**src/rtl/led_period_meter.sv**
```systemverilog
// Half-period meter for a slow asynchronous toggling line (e.g. an LED drive).
// Synchronizes sig_in, detects both edges, and reports the cycle count between them.
//
// state      | meaning
// ST_IDLE    | no reference edge yet; cnt held at 0
// ST_MEASURE | counting clk cycles since the last detected edge
// ST_TIMEOUT | MAX_COUNT cycles passed without an edge; cnt saturated
module led_period_meter #(
  parameter int unsigned MAX_COUNT = 100000,
  parameter int          WIDTH     = 32
) (
  input  logic             clk,
  input  logic             rst,
  input  logic             sig_in,
  output logic             level,
  output logic [WIDTH-1:0] period,
  output logic             period_valid,
  output logic             timeout
);

  typedef enum logic [1:0] {
    ST_IDLE    = 2'd0,
    ST_MEASURE = 2'd1,
    ST_TIMEOUT = 2'd2
  } state_t;

  localparam logic [WIDTH-1:0] CNT_LIMIT = WIDTH'(MAX_COUNT);

  logic             s1_q, s1_d;
  logic             s2_q, s2_d;
  logic             s3_q, s3_d;
  logic             edge_q, edge_d;
  state_t           state_q, state_d;
  logic [WIDTH-1:0] cnt_q, cnt_d;
  logic [WIDTH-1:0] cnt_inc;
  logic [WIDTH-1:0] period_q, period_d;
  logic             period_valid_q, period_valid_d;
  logic             timeout_q, timeout_d;

  // Edge is registered once more so the FSM acts on it three edges after
  // sig_in is first sampled; every edge sees the same delay, so periods are exact.
  always_comb begin
    s1_d   = sig_in;
    s2_d   = s1_q;
    s3_d   = s2_q;
    edge_d = s2_q ^ s3_q;
  end

  always_ff @(posedge clk or posedge rst) begin
    if (rst) begin
      s1_q   <= 1'b0;
      s2_q   <= 1'b0;
      s3_q   <= 1'b0;
      edge_q <= 1'b0;
    end else begin
      s1_q   <= s1_d;
      s2_q   <= s2_d;
      s3_q   <= s3_d;
      edge_q <= edge_d;
    end
  end

  assign cnt_inc = cnt_q + WIDTH'(1);

  always_comb begin
    state_d        = state_q;
    cnt_d          = cnt_q;
    period_d       = period_q;
    period_valid_d = 1'b0;
    timeout_d      = timeout_q;
    case (state_q)
      ST_IDLE: begin
        cnt_d = '0;
        if (edge_q) begin
          state_d = ST_MEASURE;
        end
      end
      ST_MEASURE: begin
        // An edge arriving on the terminal count still counts as a measurement.
        if (edge_q) begin
          period_d       = cnt_inc;
          period_valid_d = 1'b1;
          cnt_d          = '0;
        end else if (cnt_inc == CNT_LIMIT) begin
          state_d   = ST_TIMEOUT;
          timeout_d = 1'b1;
        end else begin
          cnt_d = cnt_inc;
        end
      end
      ST_TIMEOUT: begin
        // Start of this interval is unknown, so no measurement is reported.
        if (edge_q) begin
          state_d   = ST_MEASURE;
          cnt_d     = '0;
          timeout_d = 1'b0;
        end
      end
      default: begin
        state_d   = ST_IDLE;
        cnt_d     = '0;
        timeout_d = 1'b0;
      end
    endcase
  end

  always_ff @(posedge clk or posedge rst) begin
    if (rst) begin
      state_q        <= ST_IDLE;
      cnt_q          <= '0;
      period_q       <= '0;
      period_valid_q <= 1'b0;
      timeout_q      <= 1'b0;
    end else begin
      state_q        <= state_d;
      cnt_q          <= cnt_d;
      period_q       <= period_d;
      period_valid_q <= period_valid_d;
      timeout_q      <= timeout_d;
    end
  end

  assign level        = s2_q;
  assign period       = period_q;
  assign period_valid = period_valid_q;
  assign timeout      = timeout_q;

endmodule

```
**config.mk**
```make
export PLATFORM = sky130hd
export DESIGN_NAME = led_period_meter
export DESIGN_NICKNAME = d
export VERILOG_FILES = /design/src/rtl/led_period_meter.sv
export SDC_FILE = /design/constraint.sdc
export NUM_CORES = 1
export LEC_CHECK = 0
export BUFFER_PORTS_ARGS = -buffer_cell sky130_fd_sc_hd__buf_2
export CELL_PAD_IN_SITES_DETAIL_PLACEMENT = 1
export CELL_PAD_IN_SITES_GLOBAL_PLACEMENT = 2
export CORE_AREA = 10 10 135 112
export DETAILED_ROUTE_END_ITERATION = 12
export DIE_AREA = 0 0 145 122
export MAX_ROUTING_LAYER = met4
export PLACE_DENSITY_LB_ADDON = 0.1
export SYNTH_ARGS = -nofsm -noshare
export SYNTH_HDL_FRONTEND = slang
export SYNTH_SLANG_ARGS = --single-unit
```
**constraint.sdc**
```tcl
create_clock -name clk -period 2.45 [get_ports clk]
set_input_delay 0.3675 -clock clk [delete_from_list [all_inputs] [get_ports clk]]
set_output_delay 0.3675 -clock clk [all_outputs]
set_load 0.005 [all_outputs]
```
# Word level (Yosys, flattened, before mapping)
# Index checks and enable logic that the tools add are counted.
[classes]
n_eq_ne = 8
n_bitwise = 2
n_lt_le_gt_ge = 0
muxes = 14
addsub = 1
n_reduce_logical = 6
shifts = 0
mul = 0
div_mod_pow = 0
[op_table]
columns = ["operator", "count"]
rows = [
  ["two-way mux 32 bit", 3],
  ["one-hot mux 32 bit (2 select lines)", 1],
  ["adder 32 x 1 -> 32 bit, second input constant", 1],
  ["equality test 32 x 17 -> 1 bit, second input constant", 1],
  ["two-way mux 2 bit", 3],
  ["!= test 2 bit, second input constant", 3],
  ["two-way mux 1 bit", 5],
  ["one-hot mux 2 bit (2 select lines)", 1],
  ["AND reduction 2 bit", 2],
  ["AND reduction 4 bit", 1],
  ["!= test 3 bit, second input constant", 1],
  ["one-hot mux 1 bit (3 select lines)", 1],
  ["AND reduction 3 bit", 1],
  ["equality test 2 x 1 -> 1 bit, second input constant", 1],
  ["equality test 2 bit, second input constant", 1],
  ["zero test 2 bit", 1],
  ["!= test 2 x 1 -> 1 bit, second input constant", 1],
  ["OR reduction 2 bit", 1],
  ["NOT 1 bit", 1],
  ["XOR 1 bit", 1],
]
[totals]
ff_bits = 72
inputBits = 3
latch_bits = 0
output_inout_bits = 35
n_memories = 0
ram_bits = 0
elab_cells = 40
rom_bits = 0

# Longest topological paths before layout
[logic_depth]
depth_word = 5
mapped_depth = 11
depth_no_buf = 9

# Worst setup path after synthesis
# No wires, ideal clock.
[synth_path]
path_type = "flip-flop to flip-flop"
start = "reg cnt_q[1]"
end = "reg cnt_q[3]"
n_path_buf = 2
stages_incl_launch_ff = 12
arrival_time_ns = 2.320
setup_slack_ns = 0.007
t_required_ns = 2.326
synth_period_minus_slack_ns = 2.443
setup_ns = 0.124
path_cell_list = "dfrtp_1 > ha_1 > buf_2 > and4_1 > buf_2 > nand2_1 > and3_1 > o311ai_1 > nor4b_4 > nand4_1 > nand2_2 > a211o_1"
[synth_via]
elab_chain_cells = 4
word_cells_on_any_way = 7
cone_classes = "1 x add/sub; 2 x eq/ne; 3 x mux; 1 x reduce/logical"
[synth_rtl]
columns = ["item", "line", "rtl"]
rows = [
  ["start: declaration", "34", "logic [WIDTH-1:0] cnt_q, cnt_d;"],
  ["start signal: assignment", "116", "cnt_q <= cnt_d;"],
  ["adder 32 x 1 -> 32 bit *", "63", "assign cnt_inc = cnt_q + WIDTH'(1);"],
  ["equality test 32 x 17 -> 1 bit / two-way mux 32 bit (equally long branches)", "84", "end else if (cnt_inc == CNT_LIMIT) begin"],
  ["!= test 3 bit (no source line) / two-way mux 32 bit (equally long branches)", "--", ""],
  ["AND reduction 2 bit (no source line) / one-hot mux 32 bit (2 select lines) (equally long branches)", "--", ""],
]
# Mark *: on every way between the ends. The rest lies on a longest branch, timed or not. The select of a mux whose other input is x is not followed.
# A chain may end at the register's enable or synchronous reset.

# Final worst setup path
[layout_path]
start = "reg cnt_q[0]"
end = "reg cnt_q[0]"
# Same word-level chain as after synthesis.

==> impl_metrics.ini <==
[global_routing]
grt_pass1_vias = 3829
grt_first_pass_wirelength_mm = 20.9
grt_usage = 0.151
grt_antenna_before_repair = 0
grt_max_degree = 41
grt_remaining_overflow = 0

[cts]
cts_root_buffer = clkbuf_16
htreeDepth = 3
clk_pin_slew_ns = 0.06
numCtsBuffers = 9
cts_tree = yes
cts.path.max_buffers = 2
clkSinkCount = 72
insertion_delay_ns = 0.34

[setup_path]
reg2reg_setup_slack_ns = 0.02
r2r_start = cnt_q[0]
cp.arrival_ns = 2.66
critPathCaptureType = flop
setup.worst_path.start_class = flop
crit_required_ns = 2.67
r2r-end = cnt_q[0]
critPathKind = reg2reg
crit_path_max_fanout = 6
r2r_cells = 9

[layout]
fillCellCount = 1463
drive_gt1_frac = 0.355
final_common_cell = buf_4
antenna_cells = 0
final_cell_mix = 87 x buf_4, 83 x nand2_1, 68 x dfrtp_1
syn_to_final_growth_pct = 35.9
post-route-cell-area_sq_um = 5440
final_util = 0.434
multiInputGateArea_sq_um = 2240
seq_area_sq_um = 1810
layout.nets = 549

[drt]
avgViaCountPerCell = 4.96
drtIter0Drc = 180
routedWlPerCell_microns = 17.4
drtPass1Iterations = 4
routed_wl_mm = 12.6
vias = 3594
drc_errors = 0
antenna_left = 0

[floorplanning]
core_sq_um = 12500
dieArea_sq_um = 17700
die_x_microns = 145
start_util = 0.319
die_y_microns = 122
io_pins = 38
row_count = 37

[pwr]
p_per_area_nw_per_um2 = 534
p_int_w = 0.00215
leakage_nw = 2.54
p_seq_frac = 0.430
swShare = 0.261
p_clk_frac = 0.453
comb_power_share = 0.117
ir_drop_mv = 0.386
switchingPower_w = 0.000758

[yosys]
synthSimpleGateAreaFrac = 0.259
ys_warn_count = 0
synth-adder-area-share = 0.00313
synth_cells = 446
synthXorXnorAreaFrac = 0.0766
synth_top_family_by_area = simple AND/OR/NAND/NOR gates
synthMuxAreaShare = 0.0106
synthFlopType = dfrtp_1
synth-seq-cells = 72
synth_compound_area_frac = 0.150
seq_area_frac_synth = 0.450
syn-cell-area_sq_um = 4000
syn_nets = 450
avgSynthCellArea_sq_um = 8.97
async_flop_share = 1.00
synth_edf_count = 0
synth_cell_types = 56

[sta]
hold_viol = 0
period_share = 0.994
final_max_slew_viol_count = 0
worst_pin_slew_ns = 0.596
fmax_mhz = 411
relSlewSlack = 0.599
grt_setup_unrepaired = true
fin_skew_ns = 0.00587
fin_crit_ns = 2.43
setup_viol = 0

[run_status]
status = finished clean

[placement]
hpwl_mm = 9.34
port_buffers = 37
dpl_cell_area_sq_um = 4870
place_congestion = 0.894

[min_path]
worstHoldPathType = in2async

[job]
maxCapViolCount = 0
## how the worst max path moves through the flow
stage                   from        to  slack (ns)
global placement    cnt_q[0]  cnt_q[0]       -0.07
CTS                 cnt_q[6]  cnt_q[3]       0.006
floorplan           cnt_q[1]  cnt_q[3]       0.007
detailed placement  cnt_q[0]  cnt_q[0]       -0.15
finish              cnt_q[0]  cnt_q[0]        0.02
global route        cnt_q[0]  cnt_q[0]       -0.12
## layer usage
metal,up-vias,part of all wire,global-route usage
met5,-,0,-
met4,0,0.014,0.0490
met3,15,0.026,0.0345
met2,49,0.46,0.229
met1,1775,0.50,0.197
li1,1755,-,-
## worst max-delay path, cell delays in order, from the launching register on
cell and delay, ns:
dfrtp_1 0.42, ha_4 0.19, buf_4 0.11, and4_4 0.27, nand3_4 0.10, nor4_4 0.27, o311ai_4 0.12, nor4b_4 0.30
nand4_4 0.20, a221o_1 0.33
## cell families (layout without fill, tap and decap cells)
kind of cell | after synthesis | in the layout
xor+xnor | 35 | 35
fa+ha+maj | 1 | 1
buf+inv | 43 | 146
compound gates | 98 | 98
simple gates | 193 | 193
flops | 72 | 72
mux | 4 | 4
## metrics by stage
step	setup slack, ns	instances	hold WS [ns]	setup TNS [ns]	power [W]
after floorplan	0.00653	446	0.331	0	0.00146
after global placement	-0.0661	704	0.336	-0.118	0.00159
after detailed placement	-0.154	704	0.342	-0.593	0.00160
after CTS	0.00614	720	0.0789	0	0.00296
after global routing	-0.124	724	0.105	-0.673	0.00306
final	0.0157	724	0.0683	0	0.00291
## repair_timing
| action | 4_1_cts | 5_1_grt |
|---|---|---|
| endpoints found under the setup margin | 9 | 10 |
| gates resized for setup | 15 | 31 |
| pin swaps | 3 | 8 |
| cloned | 0 | 0 |
| hold buffers | 0 | 0 |
| setup buffers | 1 | 4 |
## area by class of cell
class	instances	share of cell area
multi-input cells	331	0.411
flip-flops and latches	72	0.332
repair buffers	126	0.160
clock buffers	11	0.0446
well taps	175	0.0402
clock inverters	4	0.00828
inverters	5	0.00345
## cell usage after synthesis (8+ instances only)
library cell | instances | area, sq um
xor2_1 | 19 | 166
nand2_1 | 85 | 319
nand3_1 | 17 | 85.1
and3_1 | 8 | 50.1
nor3_1 | 9 | 45.0
dfrtp_1 | 72 | 1800
clkbuf_1 | 20 | 75.1
nor2_1 | 25 | 93.8
a31oi_1 | 23 | 144
a21oi_1 | 9 | 45.0
buf_2 | 12 | 60.1
xnor2_1 | 16 | 140
o21ai_0 | 44 | 220
## registers in the layout (all words and copies together) (netlist names)
name and flops:
cnt_q 32, period 32, state_q 2, edge_q 1
level 1, period_valid 1, s1_q 1, s3_q 1
timeout 1
## power groups by stage
stage          combinational (W)  sequential (W)  clock (W)
2_1_floorplan           0.000191         0.00127          0
3_3_place_gp            0.000324         0.00126          0
3_5_place_dp            0.000331         0.00127          0
4_1_cts                 0.000341         0.00125    0.00136
5_1_grt                 0.000387         0.00125    0.00142
6_report                0.000340         0.00125    0.00132
(Power assumes the default switching activity.)
